`src/rtl/nes_pal_pkg.sv`:
```
`default_nettype none
// +----------------------------------------------------------------------------+
// | Module   : nes_pal_pkg                                                     |
// | Purpose  : Shared constants, palette entry record and loader FSM states    |
// |            for the NES custom palette loader.                              |
// | Revision : 1.0  initial release                                            |
// +----------------------------------------------------------------------------+
package nes_pal_pkg;

  localparam int PAL_ENTRIES     = 64;
  localparam int BYTES_PER_ENTRY = 3;
  localparam int PAL_BYTES       = PAL_ENTRIES * BYTES_PER_ENTRY;

  // One palette RAM write: target entry plus {R,G,B}.
  typedef struct packed {
    logic [5:0]  index;
    logic [23:0] rgb;
  } pal_entry_t;

  typedef enum logic [1:0] {
    IDLE  = 2'd0,
    RECV  = 2'd1,
    FLUSH = 2'd2
  } pal_state_t;

endpackage
`default_nettype wire

```
`src/rtl/nes_pal_loader_if.sv`:
```
`default_nettype none
// +----------------------------------------------------------------------------+
// | Module   : nes_pal_loader_if                                               |
// | Purpose  : Download byte-stream bus between the file downloader (master)   |
// |            and the palette loader (slave).                                 |
// | Signals  : dl_active - download in progress (level)                        |
// |            dl_wr     - one-cycle byte strobe                               |
// |            dl_addr   - byte offset within the file                         |
// |            dl_data   - file byte                                           |
// |            dl_wait   - backpressure, no dl_wr allowed while high           |
// | Revision : 1.0  initial release                                            |
// +----------------------------------------------------------------------------+
interface nes_pal_loader_if;
  logic        dl_active;
  logic        dl_wr;
  logic [12:0] dl_addr;
  logic [7:0]  dl_data;
  logic        dl_wait;

  modport master (output dl_active, dl_wr, dl_addr, dl_data, input dl_wait);
  modport slave  (input dl_active, dl_wr, dl_addr, dl_data, output dl_wait);
endinterface
`default_nettype wire

```
`src/rtl/pal_entry_fifo.sv`:
```
`default_nettype none
// +----------------------------------------------------------------------------+
// | Module   : pal_entry_fifo                                                  |
// | Purpose  : Two-deep FIFO of assembled palette entries.                     |
// | Ports    : clk, reset_n (sync, active-low), flush (sync empty),            |
// |            push/push_data, pop/head (first-word fall-through), count       |
// | Revision : 1.0  initial release                                            |
// +----------------------------------------------------------------------------+
module pal_entry_fifo
  import nes_pal_pkg::*;
(
  input  logic       clk,
  input  logic       reset_n,
  input  logic       flush,
  input  logic       push,
  input  pal_entry_t push_data,
  input  logic       pop,
  output pal_entry_t head,
  output logic [1:0] count
);

  pal_entry_t r_mem [2];
  logic       r_wr_ptr;
  logic       r_rd_ptr;
  logic [1:0] r_count;
  logic       w_do_push;
  logic       w_do_pop;

  assign w_do_pop  = pop && (r_count != 2'd0);
  // A push into a full FIFO is accepted only when the head leaves on the same edge.
  assign w_do_push = push && ((r_count != 2'd2) || w_do_pop);

  always_ff @(posedge clk) begin
    if (w_do_push) begin
      r_mem[r_wr_ptr] <= push_data;
    end
  end

  always_ff @(posedge clk) begin
    if (!reset_n || flush) begin
      r_wr_ptr <= 1'b0;
      r_rd_ptr <= 1'b0;
      r_count  <= 2'd0;
    end else begin
      if (w_do_push) r_wr_ptr <= ~r_wr_ptr;
      if (w_do_pop)  r_rd_ptr <= ~r_rd_ptr;
      case ({w_do_push, w_do_pop})
        2'b10:   r_count <= r_count + 2'd1;
        2'b01:   r_count <= r_count - 2'd1;
        default: r_count <= r_count;
      endcase
    end
  end

  assign head  = r_mem[r_rd_ptr];
  assign count = r_count;

endmodule
`default_nettype wire

```
`src/rtl/nes_pal_loader.sv`:
```
`default_nettype none
// +----------------------------------------------------------------------------+
// | Module   : nes_pal_loader                                                  |
// | Purpose  : Assembles a downloaded palette file into 64 RGB entries and     |
// |            writes them to the custom palette RAM, optionally only during   |
// |            blanking. Reports completeness / errors of the last download.   |
// | Ports    : clk, reset_n (sync, active-low)                                 |
// |            dl               - download bus (slave side)                    |
// |            write_allow      - blanking window (used when GATE_WRITES=1)    |
// |            load_color       - one-cycle palette RAM write strobe           |
// |            load_color_index - entry being written                          |
// |            load_color_data  - {R,G,B}                                      |
// |            pal_valid        - last download delivered 64 clean entries     |
// |            pal_error        - sticky error for current/last download       |
// | Revision : 1.0  initial release                                            |
// +----------------------------------------------------------------------------+
module nes_pal_loader
  import nes_pal_pkg::*;
#(
  parameter bit          GATE_WRITES = 1'b1,
  parameter int unsigned MAX_BYTES   = 1536
) (
  input  logic                    clk,
  input  logic                    reset_n,
  nes_pal_loader_if.slave         dl,
  input  logic                    write_allow,
  output logic                    load_color,
  output logic [5:0]              load_color_index,
  output logic [23:0]             load_color_data,
  output logic                    pal_valid,
  output logic                    pal_error
);

  localparam logic [12:0] c_max_bytes = 13'(MAX_BYTES);
  localparam logic [12:0] c_pal_bytes = 13'(PAL_BYTES);

  pal_state_t  r_state, w_state_nxt;

  // Input stage: the byte strobe and dl_active are registered once so that
  // a completed entry is never visible to the write issue logic earlier than
  // two edges after its last byte was sampled.
  logic        r_act_d1, r_act_d2;
  logic        r_wr, r_wr_full;
  logic [12:0] r_addr;
  logic [7:0]  r_data;

  logic [12:0] r_byte_cnt;
  logic [1:0]  r_lane;
  logic [6:0]  r_entry;
  logic [7:0]  r_red, r_grn;

  logic        w_rise, w_fall;
  logic        w_start, w_end_recv, w_finish;
  logic        w_byte_seen, w_byte_ok, w_byte_err, w_in_pal;
  logic        w_push, w_push_lost, w_issue;
  logic        w_fifo_full, w_fifo_empty;
  logic [1:0]  w_fifo_count;
  pal_entry_t  w_push_entry, w_head;

  assign w_rise = r_act_d1 && !r_act_d2;
  assign w_fall = !r_act_d1 && r_act_d2;

  always_comb begin
    w_state_nxt = r_state;
    w_start     = 1'b0;
    w_end_recv  = 1'b0;
    w_finish    = 1'b0;
    case (r_state)
      IDLE: begin
        if (w_rise) begin
          w_state_nxt = RECV;
          w_start     = 1'b1;
        end
      end
      RECV: begin
        if (w_fall) begin
          w_state_nxt = FLUSH;
          w_end_recv  = 1'b1;
        end
      end
      FLUSH: begin
        if (w_rise) begin
          w_state_nxt = RECV;
          w_start     = 1'b1;
        end else if (w_fifo_empty) begin
          w_state_nxt = IDLE;
          w_finish    = 1'b1;
        end
      end
      default: w_state_nxt = IDLE;
    endcase
  end

  always_ff @(posedge clk) begin
    if (!reset_n) r_state <= IDLE;
    else          r_state <= w_state_nxt;
  end

  assign w_byte_seen = (r_state == RECV) && r_wr;
  assign w_byte_ok   = w_byte_seen && !r_wr_full && (r_addr == r_byte_cnt) &&
                       (r_byte_cnt < c_max_bytes);
  assign w_byte_err  = w_byte_seen && !w_byte_ok;
  assign w_in_pal    = r_byte_cnt < c_pal_bytes;
  assign w_push      = w_byte_ok && w_in_pal && (r_lane == 2'd2);

  assign w_push_entry = '{index: r_entry[5:0], rgb: {r_red, r_grn, r_data}};

  assign w_fifo_full  = (w_fifo_count == 2'd2);
  assign w_fifo_empty = (w_fifo_count == 2'd0);
  // Entries left over from an interrupted download are discarded, not written.
  assign w_issue      = !w_fifo_empty && (!GATE_WRITES || write_allow) && !w_start;
  assign w_push_lost  = w_push && w_fifo_full && !w_issue;

  assign dl.dl_wait = w_fifo_full;

  pal_entry_fifo u_fifo (
    .clk       (clk),
    .reset_n   (reset_n),
    .flush     (w_start),
    .push      (w_push),
    .push_data (w_push_entry),
    .pop       (w_issue),
    .head      (w_head),
    .count     (w_fifo_count)
  );

  always_ff @(posedge clk) begin
    if (!reset_n) begin
      r_act_d1         <= 1'b0;
      r_act_d2         <= 1'b0;
      r_wr             <= 1'b0;
      r_wr_full        <= 1'b0;
      r_addr           <= '0;
      r_data           <= '0;
      r_byte_cnt       <= '0;
      r_lane           <= '0;
      r_entry          <= '0;
      r_red            <= '0;
      r_grn            <= '0;
      load_color       <= 1'b0;
      load_color_index <= '0;
      load_color_data  <= '0;
      pal_valid        <= 1'b0;
      pal_error        <= 1'b0;
    end else begin
      r_act_d1  <= dl.dl_active;
      r_act_d2  <= r_act_d1;
      r_wr      <= dl.dl_wr;
      // A strobe while full violates dl_wait; remember that at sample time.
      r_wr_full <= dl.dl_wr && w_fifo_full;
      r_addr    <= dl.dl_addr;
      r_data    <= dl.dl_data;

      load_color <= w_issue;
      if (w_issue) begin
        load_color_index <= w_head.index;
        load_color_data  <= w_head.rgb;
      end

      if (w_start) begin
        r_byte_cnt <= '0;
        r_lane     <= '0;
        r_entry    <= '0;
        pal_valid  <= 1'b0;
        pal_error  <= 1'b0;
      end else begin
        // Falling with a partially assembled entry discards that entry.
        if (w_byte_err || w_push_lost || (w_end_recv && (r_lane != 2'd0))) begin
          pal_error <= 1'b1;
        end
        if (w_byte_ok) begin
          r_byte_cnt <= r_byte_cnt + 13'd1;
          if (w_in_pal) begin
            case (r_lane)
              2'd0: begin
                r_red  <= r_data;
                r_lane <= 2'd1;
              end
              2'd1: begin
                r_grn  <= r_data;
                r_lane <= 2'd2;
              end
              default: begin
                r_lane  <= 2'd0;
                r_entry <= r_entry + 7'd1;
              end
            endcase
          end
        end
        if (w_finish) begin
          pal_valid <= (r_entry == 7'(PAL_ENTRIES)) && !pal_error;
        end
      end
    end
  end

endmodule
`default_nettype wire

```
`src/flat_wrapper.sv`:
```
// flat-port wrapper written by rule: the top's interface ports become plain ports
module nes_pal_loader_flat import nes_pal_pkg::*;
#(
  parameter bit          GATE_WRITES = 1'b1,
  parameter int unsigned MAX_BYTES   = 1536
)
  (clk, reset_n, write_allow, load_color, load_color_index, load_color_data, pal_valid, pal_error, dl_dl_active, dl_dl_wr, dl_dl_addr, dl_dl_data, dl_dl_wait);
  nes_pal_loader_if dl_i ();
  input  logic clk;
  input  logic reset_n;
  input  logic write_allow;
  output logic load_color;
  output logic [5:0] load_color_index;
  output logic [23:0] load_color_data;
  output logic pal_valid;
  output logic pal_error;
  input wire logic [$bits(dl_i.dl_active)-1:0] dl_dl_active;
  input wire logic [$bits(dl_i.dl_wr)-1:0] dl_dl_wr;
  input wire logic [$bits(dl_i.dl_addr)-1:0] dl_dl_addr;
  input wire logic [$bits(dl_i.dl_data)-1:0] dl_dl_data;
  output wire logic [$bits(dl_i.dl_wait)-1:0] dl_dl_wait;
  assign dl_i.dl_active = dl_dl_active;
  assign dl_i.dl_wr = dl_dl_wr;
  assign dl_i.dl_addr = dl_dl_addr;
  assign dl_i.dl_data = dl_dl_data;
  assign dl_dl_wait = dl_i.dl_wait;
  nes_pal_loader #(.GATE_WRITES(GATE_WRITES), .MAX_BYTES(MAX_BYTES)) u_core (.clk(clk), .reset_n(reset_n), .dl(dl_i), .write_allow(write_allow), .load_color(load_color), .load_color_index(load_color_index), .load_color_data(load_color_data), .pal_valid(pal_valid), .pal_error(pal_error));
endmodule
```
`config.mk`:
```
export PLATFORM = sky130hd
export DESIGN_NAME = nes_pal_loader_flat
export DESIGN_NICKNAME = d
export VERILOG_FILES = /design/src/rtl/nes_pal_pkg.sv /design/src/rtl/nes_pal_loader_if.sv /design/src/rtl/pal_entry_fifo.sv /design/src/rtl/nes_pal_loader.sv /design/src/flat_wrapper.sv
export SDC_FILE = /design/constraint.sdc
export NUM_CORES = 1
export LEC_CHECK = 0
export ABC_AREA = 1
export CORE_UTILIZATION = 45
export DETAILED_ROUTE_END_ITERATION = 16
export GPL_TIMING_DRIVEN = 1
export PLACE_DENSITY = 0.65
export SYNTH_ARGS = -nofsm -noshare
export SYNTH_HDL_FRONTEND = slang
export SYNTH_SLANG_ARGS = --single-unit
```
`constraint.sdc`:
```
create_clock -name clk -period 5.1 [get_ports clk]
set_input_delay 0.765 -clock clk [delete_from_list [all_inputs] [get_ports clk]]
set_output_delay 0.765 -clock clk [all_outputs]
set_load 0.02 [all_outputs]
```
Word-level counts from Yosys, hierarchy flattened:

Memories as Yosys holds them, arrays and structs flattened. A register that Yosys moved wholly into a read port is not among the register bits.
Cells that the tools add are included.

* output and inout port bits: 34
* bits in registers: 72
* memories kept: 1
* memory bits (writable): 60
* latch bits: 0
* word-level logic and storage cells: 105
* bits in read-only memories: 0
* input bits: 26

Memories
* u_core.u_fifo.r_mem: words 2, bits a word 30, rd ports 1, clocked after memory_dff 1, wr ports 1, RTL line pal_entry_fifo.sv:22 `pal_entry_t r_mem [2];`

* $add $sub $neg: 4
* reduce and logical (&&, ||, !) cells: 46
* div/mod/pow operators: 0
* mux-type cells: 16
* shift-type cells: 0
* $lt $le $gt $ge: 2
* multipliers: 0
* eq/ne operators: 13
* bitwise logic cells: 5

Operators with widths (count)
* logical AND 1 bit: 18
* adder 13 x 1 -> 13 bit (second input constant): 1
* equality test 13 bit: 1
* < comparator 13 x 11 -> 1 bit (second input constant): 1
* < comparator 13 x 8 -> 1 bit (second input constant): 1
* logical NOT 1 bit: 10
* 2-to-1 mux 1 bit: 9
* equality test 2 bit (second input constant): 4
* 2-to-1 mux 2 bit: 4
* case mux 2 bit (2 select lines): 2
* AND reduction 4 bit: 2
* adder 7 x 1 -> 7 bit (second input constant): 1
* equality test 7 bit (second input constant): 1
* equality test 2 x 1 -> 1 bit (second input constant): 3
* logical NOT 2 bit: 3
* case mux 2 bit (3 select lines): 1
* AND reduction 3 bit: 2
* nonzero test 2 bit: 3
* OR reduction 2 bit: 3
* NOT 1 bit: 5
* logical OR 1 bit: 4
* != test 2 x 1 -> 1 bit (second input constant): 2
* != test 3 x 1 -> 1 bit (second input constant): 1
* adder 2 x 1 -> 2 bit (second input constant): 1
* other kinds (3): 3

Depth between registers and ports, before layout:

Gate-level depths: netlist (run 1).

* depth in word-level cells: 11
* mapped depth: 13
* depth with buffers taken out: 13

Cells and area by module:

From an unflattened synthesis (run 1), not the netlist that was laid out.

* cell total of the unflattened synthesis: 729
* area total of the unflattened synthesis: 6652.6 µm²

By module, submodules not included
* nes_pal_loader: area each 4127.7 µm², times used 1, sequential area each 1961.9 µm², cells each 600
* pal_entry_fifo: area each 2524.9 µm², times used 1, sequential area each 1901.8 µm², cells each 129

Worst setup path before layout (run 1):

OpenSTA, ideal clock, no wires.

* kind: reg2reg
* from: register u_core.r_byte_cnt[9]
* to: memory u_core.u_fifo.r_mem[0][0] (netlist bit), enable pin
* setup slack: 2.156 ns
* cell stages (with the launch flop): 11
* arrival time: 2.528 ns
* period minus slack after synthesis: 2.944 ns
* required time: 4.683 ns
* path through: dfxtp_1 > inv_2 > nand2_1 > nand2_1 > nor2_1 > nand2_1 > nor2_4 > nand3_2 > nor2_2 > o21ai_1 > nor2_1

* word-level cells in the longest chain between the ends: 8
* elaborated cells between the ends (all ways): 10
* those cells by class: order compare (2); eq/ne (1); mux (2); reduce/logical (5)

Ends and longest elaborated chain
* start: declaration: RTL line nes_pal_loader.sv:47 `logic [12:0] r_byte_cnt;`
* start signal: assignment: RTL line nes_pal_loader.sv:172 `r_byte_cnt <= r_byte_cnt + 13'd1;`
* branches (longest 3 deep; another with < comparator 13 x 11 -> 1 bit)
* logical AND 1 bit (*) (2 in a row): RTL line nes_pal_loader.sv:104 `assign w_push = w_byte_ok && w_in_pal && (r_lane == 2'd2);`
* logical AND 1 bit (*): RTL line pal_entry_fifo.sv:31 `assign w_do_push = push && ((r_count != 2'd2) || w_do_pop);`
* 2-to-1 mux 1 bit (*): RTL line pal_entry_fifo.sv:34 `if (w_do_push) begin`
* 2-to-1 mux 1 bit (implied by the code) (*): RTL line pal_entry_fifo.sv:35 `r_mem[r_wr_ptr] <= push_data;`
* end: declaration: RTL line pal_entry_fifo.sv:22

Every way passes the cells marked *.

Worst setup path after layout (run 1):

* from: input port write_allow
* to: memory u_core.u_fifo.r_mem[0][19] (netlist bit), enable pin

* word-level cells in the longest chain between the ends: 7

Ends and longest elaborated chain
* start: declaration: RTL line flat_wrapper.sv:11 `input logic write_allow;`
* logical AND 1 bit (2 in a row): RTL line nes_pal_loader.sv:111 `assign w_issue = !w_fifo_empty && (!GATE_WRITES || write_allow) && !w_start;`
* logical AND 1 bit: RTL line pal_entry_fifo.sv:29 `assign w_do_pop = pop && (r_count != 2'd0);`
* logical OR 1 bit: RTL line pal_entry_fifo.sv:31
* logical AND 1 bit: RTL line pal_entry_fifo.sv:31
* 2-to-1 mux 1 bit: RTL line pal_entry_fifo.sv:34
* 2-to-1 mux 1 bit (implied by the code): RTL line pal_entry_fifo.sv:35

Every way passes these cells.

==> flow_summary.toml, run 1 <==
[clock_network]
cts_hold_buffers = 0
cts_resized = 0
clockRootBuffer = "clkbuf_16"
clock_sinks = 162
post_cts_buffers = 0
cts_tree = "built"
cts.htree.levels = 4
clk_path_buf_depth = 2
clk_pin_slew_ps = 60
clk-insertion-delay-late_ps = 430
numCtsBuffers = 17

[worst_setup_path]
crit_arrival_ps = 2950
crit_family = "buffers and inverters"
worstSetupEndpointType = "flop"
startpoint_type = "input port"
critPathBufInv = 3
crit_fanout = 64
crit_path_frequent_cell = "buf_4"
slowest_stage = "clkdlybuf4s50_1"
cpPeakStageDelay_ps = 510
timing.critical_path.cells = "clkdlybuf4s50_1 > nand2_1 > nor2_4 > buf_4 > o21ai_1 > nor2_2 > buf_4"
reg2reg_slack_ps = 2410
path_class = "in -> reg"
worstPathRequired_ps = 5200

[finish]
num_antenna_cells = 0
drive_gt1_frac = 0.08410
nNetsFinal = 777
syn2layout_area_growth_pct = 21.50
utilization = 0.5668
fin_cells = 937

[global_routing]
track_usage = 0.1947
grt_start_max_net_pins = 65
grt.overflow.total = 0
grt_pass1_wl_microns = 21530
antenna_found_initial = 0
grt_pass1_vias = 4461

[floorplanning]
core-area_sq_um = 13400
rows = 42
io_pins = 60
start_util = 0.4665
die_h_microns = 119.9
dieArea_sq_um = 14370
die_w_microns = 119.9

[place]
place_hpwl_microns = 8782
dp_cells = 905
io_buffers = 59
gp_congestion = 0.8491

[timing]
grt_setup_unrepaired = "false"
timing.final.crit_share = 0.5590
hold_slack_ps = 447.6
setup_viol_count_final = 0
tns_ps = 0
clock_skew_ps = 11.82
relSlewSlack = 0.3401
tightest_slew_ps = 989.8
finalHoldViolations = 0
max_freq_mhz = 350.8
min_period_ps = 2851
final_max_slew_viol_count = 0

[routing]
ant_nets = 0
first_iter_violations = 412
wl_per_cell_microns = 13.51
drc = 0
vias_per_cell = 4.964
drtPass1Iterations = 4
vias = 4651
wl_microns = 12660

[synth]
synth_cells = 689
mappedNetlistArea_sq_um = 6251
yosysTopAreaCellShare = 0.3267
avgSynthCellArea_sq_um = 9.073
yosysWarnings = 0
synth_area_leaders = "dfxtp_1 (33%), edfxtp_1 (29%), nand2_1 (10%)"
yosysUniqueCellTypes = 34
syn_nets = 718
yosysSeqAreaShare = 0.6149
synth_seq_cells = 162
synth_top_area_cell = "dfxtp_1"

[power]
pwr_density_cell_nw_per_um2 = 352.6
power_mw = 2.678
leakagePower_nw = 3.034
ir_drop_v = 0.0002360

[worst_hold_path]
hold_path_class = "reg -> reg"

[run]
maxCapViolations = 0

[status]
status = "finished clean"
-- metal layers --
layer | vias to the layer above | wire length (microns) | GRT usage
li1 | 2385 | - | -
met5 | - | 0 | 0
met2 | 105 | 6065 | 0.3114
met4 | 0 | 154 | 0.07109
met1 | 2147 | 5916 | 0.2530
met3 | 14 | 519 | 0.05276
-- registers in the layout, indices dropped and copies added (netlist names), 2 cells and up --
name	count
u_core.r_addr	13
u_core.u_fifo.r_mem	60
u_core.r_state	2
u_core.r_data	8
u_core.load_color_data	24
u_core.r_grn	8
u_core.r_lane	2
u_core.r_byte_cnt	13
u_core.r_entry	7
u_core.load_color_index	6
u_core.r_red	8
u_core.u_fifo.count	2
-- cells by family after synthesis --
group           count (synthesis)  share of synthesized area
simple gates                  299                     0.2068
buf+inv                       104                    0.06385
xor+xnor                        7                   0.009808
fa+ha+maj                       3                   0.006005
compound gates                114                    0.09868
flops                         162                     0.6149
-- synthesized netlist by cell type, drive strengths merged --
library cell / count
clkbuf: 21
clkinv: 1
edfxtp: 60
ha: 3
or2: 1
a21oi: 34
nor3: 15
o21a: 1
a211oi: 1
inv: 80
xnor2: 2
a31oi: 30
xor2: 5
buf: 2
dfxtp: 102
nand3: 23
o21ai: 48
nor2: 77
nand2: 170
nor4: 3
nand3b: 1
nand4: 9
-- final cells by class --
type                    count  area (sq um)
multi-input cells         423          2018
well taps                 176         220.2
fillers                  1186          5806
repair buffers             63         615.6
flip-flops and latches    162          3844
clock inverters            13         148.9
inverters                  81         305.3
clock buffers              19         442.9
-- tightest hold or removal path, cell delays in order, from the launching register on --
cell	delay (ps)
dfxtp_1	320
nand2_1	50
inv_1	30
-- cells in the final DEF (no fill, tap or decap), drive strengths merged --
cell type        n
a211oi           1
a21oi           34
a31oi           30
buf              5
bufinv           2
clkbuf          19
clkdlybuf4s50   58
clkinv           5
clkinvlp         3
dfxtp          102
edfxtp          60
ha               3
inv             84
nand2          170
nand3           23
nand3b           1
nand4            9
nor2            77
nor3            15
nor4             3
o21a             1
o21ai           48
or2              1
xnor2            2
xor2             5
-- through the flow --
| step | setup WS [ps] | area, sq um |
|---|---|---|
| 6_report | 2249 | 7595 |
| 5_1_grt | 1997 | 7595 |
| 4_1_cts | 2203 | 7595 |
| 3_5_place_dp | 1750 | 7003 |
| 3_3_place_gp | 1803 | 7003 |
| 2_1_floorplan | 2156 | 6251 |
-- path summary, 6_finish.rpt --
path | depth (start not counted) | endpoint | startpoint
worst max register to register | 11 | u_core.u_fifo.r_mem[0][19] | u_core.r_byte_cnt[3]
worst max-delay path | 7 | u_core.u_fifo.r_mem[0][19] | write_allow
worst min-delay path | 2 | u_core.r_act_d2 | u_core.r_act_d1
worst min register to register | 2 | u_core.r_act_d2 | u_core.r_act_d1
-- power breakdown --
group / leakage [nW] / switching, mW / total, mW / internal (mW)
Clock: 0.282 / 0.510 / 1.25 / 0.741
Combinational: 1.32 / 0.0402 / 0.0726 / 0.0324
Sequential: 1.43 / 0.0104 / 1.35 / 1.34
Total: 3.03 / 0.561 / 2.68 / 2.12
Note: power is estimated with default switching activity, not from simulation.
==> inputs of run 2 (changes only) <==
clock period = 2.63 ns   (was 5.1 ns; I/O delays follow)
==> flow_summary.toml, run 2 (same netlist as run 1, synthesis figures left out) <==
[status]
status = "finished clean"

[floorplanning]
start_util = 0.4665
rows = 42
die_w_microns = 119.9
io_pins = 60
die_h_microns = 119.9
dieArea_sq_um = 14370
core-area_sq_um = 13400

[worst_setup_path]
crit_fanout = 30
slowest_stage = "dfxtp_1"
r2r_cells = 11
path_class = "reg -> reg"
cpPeakStageDelay_ps = 430
r2r-end = "u_core.u_fifo.r_mem[0][0]"
timing.critical_path.cells = "inv_2 > nand2_1 > nand2_1 > nor2_1 > nand2_1 > nor2_4 > nand3_2 > nor2_2 > o21ai_1 > nor2_2 > buf_12"
worstPathRequired_ps = 2750
startpoint_type = "flop"
critPathBufInv = 2
worstSetupEndpointType = "flop"
worstReg2RegStart = "u_core.r_byte_cnt[2]"
crit_family = "simple AND/OR/NAND/NOR gates"
crit_arrival_ps = 2310
crit_path_frequent_cell = "nand2_1"
reg2reg_slack_ps = 440

[clock_network]
numCtsBuffers = 17
cts.htree.levels = 4
clk-insertion-delay-late_ps = 430
post_cts_buffers = 0
clockRootBuffer = "clkbuf_16"
cts_hold_buffers = 0
clk_pin_slew_ps = 60
cts_resized = 0
cts_tree = "built"
clk_path_buf_depth = 2
clock_sinks = 162

[routing]
ant_nets = 0
vias_per_cell = 4.950
wl_per_cell_microns = 13.40
vias = 4658
first_iter_violations = 334
drtPass1Iterations = 5
drc = 0
wl_microns = 12610

[finish]
top_regs = "u_core.u_fifo.r_mem (60), u_core.load_color_data (24)"
largest-register = "u_core.u_fifo.r_mem"
mostFrequentLayoutCells = "nand2_1 (167), dfxtp_1 (102), inv_1 (71), nor2_1 (67), edfxtp_1 (60)"
multi_input_area_sq_um = 2018
nNetsFinal = 781
syn2layout_area_growth_pct = 22.12
final_common_cell = "nand2_1"
n_fill_cell = 1182
num_antenna_cells = 0
seq_area_sq_um = 3844
largest_reg_flops = 60
drive_gt1_frac = 0.08889
utilization = 0.5697

[global_routing]
grt_pass1_wl_microns = 20850
grt.overflow.total = 0
grt_pass1_vias = 4329
grt_start_max_net_pins = 64
track_usage = 0.1903
antenna_found_initial = 0

[timing]
setup_viol_count_final = 0
finalHoldViolations = 0
timing.final.crit_share = 0.8330
tns_ps = 0
max_freq_mhz = 456.5
final_max_slew_viol_count = 0
grt_setup_unrepaired = "false"
min_period_ps = 2191
tightest_slew_ps = 678.0
clock_skew_ps = 5.616
relSlewSlack = 0.5463

[worst_hold_path]
worstHoldStart = "reset_n"
holdPathEnd = "u_core.r_grn[2]"
hold_path_class = "in -> reg"
min_path_cells = 3

[run]
maxCapViolations = 0

[place]
gp_congestion = 0.8950
place_hpwl_microns = 8789
io_buffers = 59

[power]
pwr_density_cell_nw_per_um2 = 665.7
ir_drop_v = 0.0004174
leakagePower_nw = 3.045
[run 2: changes by cell type in the layout (fill, tap and decap cells not counted), moves of 2 or more]
cell	previous run	this run
buf_12	0	3
clkinv_4	3	0
inv_6	2	5
bufinv_16	2	0
[run 2: metrics by stage]
stage | setup slack, ps | instances | cell area, sq um | hold slack, ps | power [mW]
after floorplan | -314.5 | 689 | 6251 | 419.2 | 2.757
final | 439.3 | 941 | 7634 | 341.5 | 5.082
after CTS | 455.9 | 941 | 7634 | 323.6 | 5.128
after global routing | 255.9 | 941 | 7634 | 352.4 | 5.264
after global placement | 562.3 | 909 | 7071 | 429.1 | 2.824
after detailed placement | 470.1 | 909 | 7071 | 437.2 | 2.827
[run 2: layout make-up]
cell class              instances  area share
clock inverters                12     0.01246
well taps                     176     0.02885
clock buffers                  20     0.06130
repair buffers                 67     0.08949
flip-flops and latches        162      0.5035
inverters                      81     0.03999
multi-input cells             423      0.2644
[run 2: worst min-delay path, delay by kind of cell]
family,cells,cell delay (ps)
AND/OR/NAND/NOR,1,40
AO/OA/AOI/OAI,1,100
buffers and inverters,1,190
[run 2: metal layers]
| metal | GRT usage | wire, microns |
|---|---|---|
| met5 | 0 | 0 |
| met3 | 0.04420 | 470 |
| met1 | 0.2449 | 6045 |
| met2 | 0.2999 | 5865 |
| met4 | 0.09688 | 232 |
[run 2: worst max path at each step]
stage,start,cells after the start,end,slack [ps]
final,u_core.r_byte_cnt[2],11,u_core.u_fifo.r_mem[0][0],440
after global routing,u_core.r_byte_cnt[0],11,u_core.u_fifo.r_mem[0][25],260
after CTS,u_core.u_fifo.count[1],3,dl_dl_wait,460
after detailed placement,u_core.r_byte_cnt[9],11,u_core.u_fifo.r_mem[1][5],470
after global placement,u_core.r_byte_cnt[9],11,u_core.u_fifo.r_mem[0][4],560
after floorplan,u_core.r_byte_cnt[9],10,u_core.u_fifo.r_mem[0][0],-310
[run 2: power breakdown]
group          leakage, nW  internal, mW  switching, mW
Clock                0.267          1.30           1.01
Combinational         1.35        0.0656         0.0813
Sequential            1.43          2.61         0.0192
Total                 3.05          3.98           1.11
==> inputs of run 3 (changes only) <==
clock period = 2.2 ns   (was 2.63 ns; I/O delays follow)
==> flow_summary.toml, run 3 (same netlist as run 1, synthesis figures left out) <==
[status]
status = "finished clean"

[worst_setup_path]
worstSetupEndpointType = "primary output"
worstPathRequired_ps = 1870
r2r_cells = 8
crit_fanout = 4
path_class = "reg -> out"
r2r-end = "u_core.u_fifo.r_mem[0][5]"
startpoint_type = "flop"
worstReg2RegStart = "u_core.r_byte_cnt[5]"
crit_arrival_ps = 1750
reg2reg_slack_ps = 140

[global_routing]
antenna_found_initial = 0
grt_pass1_wl_microns = 21360
grt_start_max_net_pins = 40
grt_pass1_vias = 4466
grt.overflow.total = 0
track_usage = 0.1930

[routing]
ant_nets = 0
wl_per_cell_microns = 13.43
vias_per_cell = 4.986
drc = 0
first_iter_violations = 253
wl_microns = 12770
drtPass1Iterations = 4
vias = 4742

[finish]
num_antenna_cells = 0
drive_gt1_frac = 0.1032
mostFrequentLayoutCells = "nand2_1 (167), dfxtp_1 (100), inv_1 (71), nor2_1 (67), edfxtp_1 (60)"
largest_reg_flops = 60
seq_area_sq_um = 3846
top_regs = "u_core.u_fifo.r_mem (60), u_core.load_color_data (24)"
nNetsFinal = 791
n_fill_cell = 1164
multi_input_area_sq_um = 2032
final_common_cell = "nand2_1"
largest-register = "u_core.u_fifo.r_mem"
syn2layout_area_growth_pct = 24.68

[worst_hold_path]
hold_path_class = "in -> reg"
min_path_cells = 3
holdPathEnd = "u_core.r_data[6]"
worstHoldStart = "reset_n"

[clock_network]
post_cts_buffers = 0
clk_pin_slew_ps = 60
numCtsBuffers = 17
cts_tree = "built"
cts.htree.levels = 4
clock_sinks = 162
clk-insertion-delay-late_ps = 420
clockRootBuffer = "clkbuf_16"
clk_path_buf_depth = 2
cts_hold_buffers = 0
cts_resized = 0

[floorplanning]
core-area_sq_um = 13400
dieArea_sq_um = 14370
die_w_microns = 119.9
rows = 42
start_util = 0.4665
io_pins = 60
die_h_microns = 119.9

[power]
power_frac_clock = 0.474
p_int_mw = 4.999
power_frac_comb = 0.028
swShare = 0.2081
p_switching_mw = 1.313
ir_drop_v = 0.0005365
pwr_density_cell_nw_per_um2 = 809.9
leakagePower_nw = 3.124
seqPwrFrac = 0.498
power_mw = 6.312

[timing]
finalHoldViolations = 0
relSlewSlack = 0.6722
tightest_slew_ps = 491.7
tns_ps = 0
setup_viol_count_final = 0
hold_slack_ps = 358.9
final_max_slew_viol_count = 0
min_period_ps = 2084
max_freq_mhz = 479.9
clock_skew_ps = 7.314
setup_ws_ps = 116.4
grt_setup_unrepaired = "false"
timing.final.crit_share = 0.9471

[place]
io_buffers = 59
pre_cts_ws_ps = 112.1
gp_congestion = 0.9324
place_hpwl_microns = 8828

[run]
maxCapViolations = 0
## run 3: cell count changes in the layout (fill, tap and decap cells not counted), sizes merged
cell	previous run	this run
buf	9	18
bufinv	0	3
inv	86	83
clkinv	3	5
clkbuf	20	19
## run 3: layer usage
| layer | global-route usage | wire length (microns) | up-vias |
|---|---|---|---|
| met5 | 0 | 0 | - |
| met4 | 0.09453 | 253 | 0 |
| met3 | 0.04325 | 418 | 22 |
| met2 | 0.3154 | 6086 | 125 |
| met1 | 0.2411 | 6014 | 2177 |
| li1 | - | - | 2418 |
## run 3: how the worst max path moves through the flow
stage          slack [ps]                    from                         to  cells past startpoint
2_1_floorplan        -270    u_core.r_byte_cnt[9]  u_core.u_fifo.r_mem[0][0]                     10
3_3_place_gp          170    u_core.r_byte_cnt[5]  u_core.u_fifo.r_mem[0][2]                      8
3_5_place_dp          110    u_core.r_byte_cnt[9]  u_core.u_fifo.r_mem[0][7]                     11
4_1_cts                70  u_core.u_fifo.count[1]                 dl_dl_wait                      3
5_1_grt                 4   u_core.r_byte_cnt[11]  u_core.u_fifo.r_mem[0][9]                     10
6_report              120  u_core.u_fifo.count[1]                 dl_dl_wait                      3
## run 3: worst max-delay path, stage by stage, from the launching register on
cell and delay (ps):
dfxtp_1 390, inv_1 60, nor2_1 230, clkdlybuf4s50_1 660
## run 3: layout make-up
| type | instances | share of cell area |
|---|---|---|
| flip-flops and latches | 162 | 0.4935 |
| multi-input cells | 423 | 0.2607 |
| inverters | 81 | 0.03917 |
| well taps | 176 | 0.02825 |
| clock inverters | 14 | 0.02328 |
| repair buffers | 77 | 0.1000 |
| clock buffers | 18 | 0.05507 |
## run 3: power groups by stage
stage,sequential (mW),clock (mW),combinational [mW]
floorplan,3.19,0,0.101
global placement,3.21,0,0.175
detailed placement,3.21,0,0.178
CTS,3.14,3.06,0.179
global route,3.14,3.18,0.202
finish,3.14,2.99,0.178
## run 3: stage by stage
stage / cells / util / cell area [sq um]
floorplan: 689 / - / 6256
global placement: 917 / 0.5321 / 7131
detailed placement: 917 / 0.5321 / 7131
CTS: 949 / 0.5777 / 7741
global route: 951 / 0.5816 / 7794
finish: 951 / 0.5816 / 7794
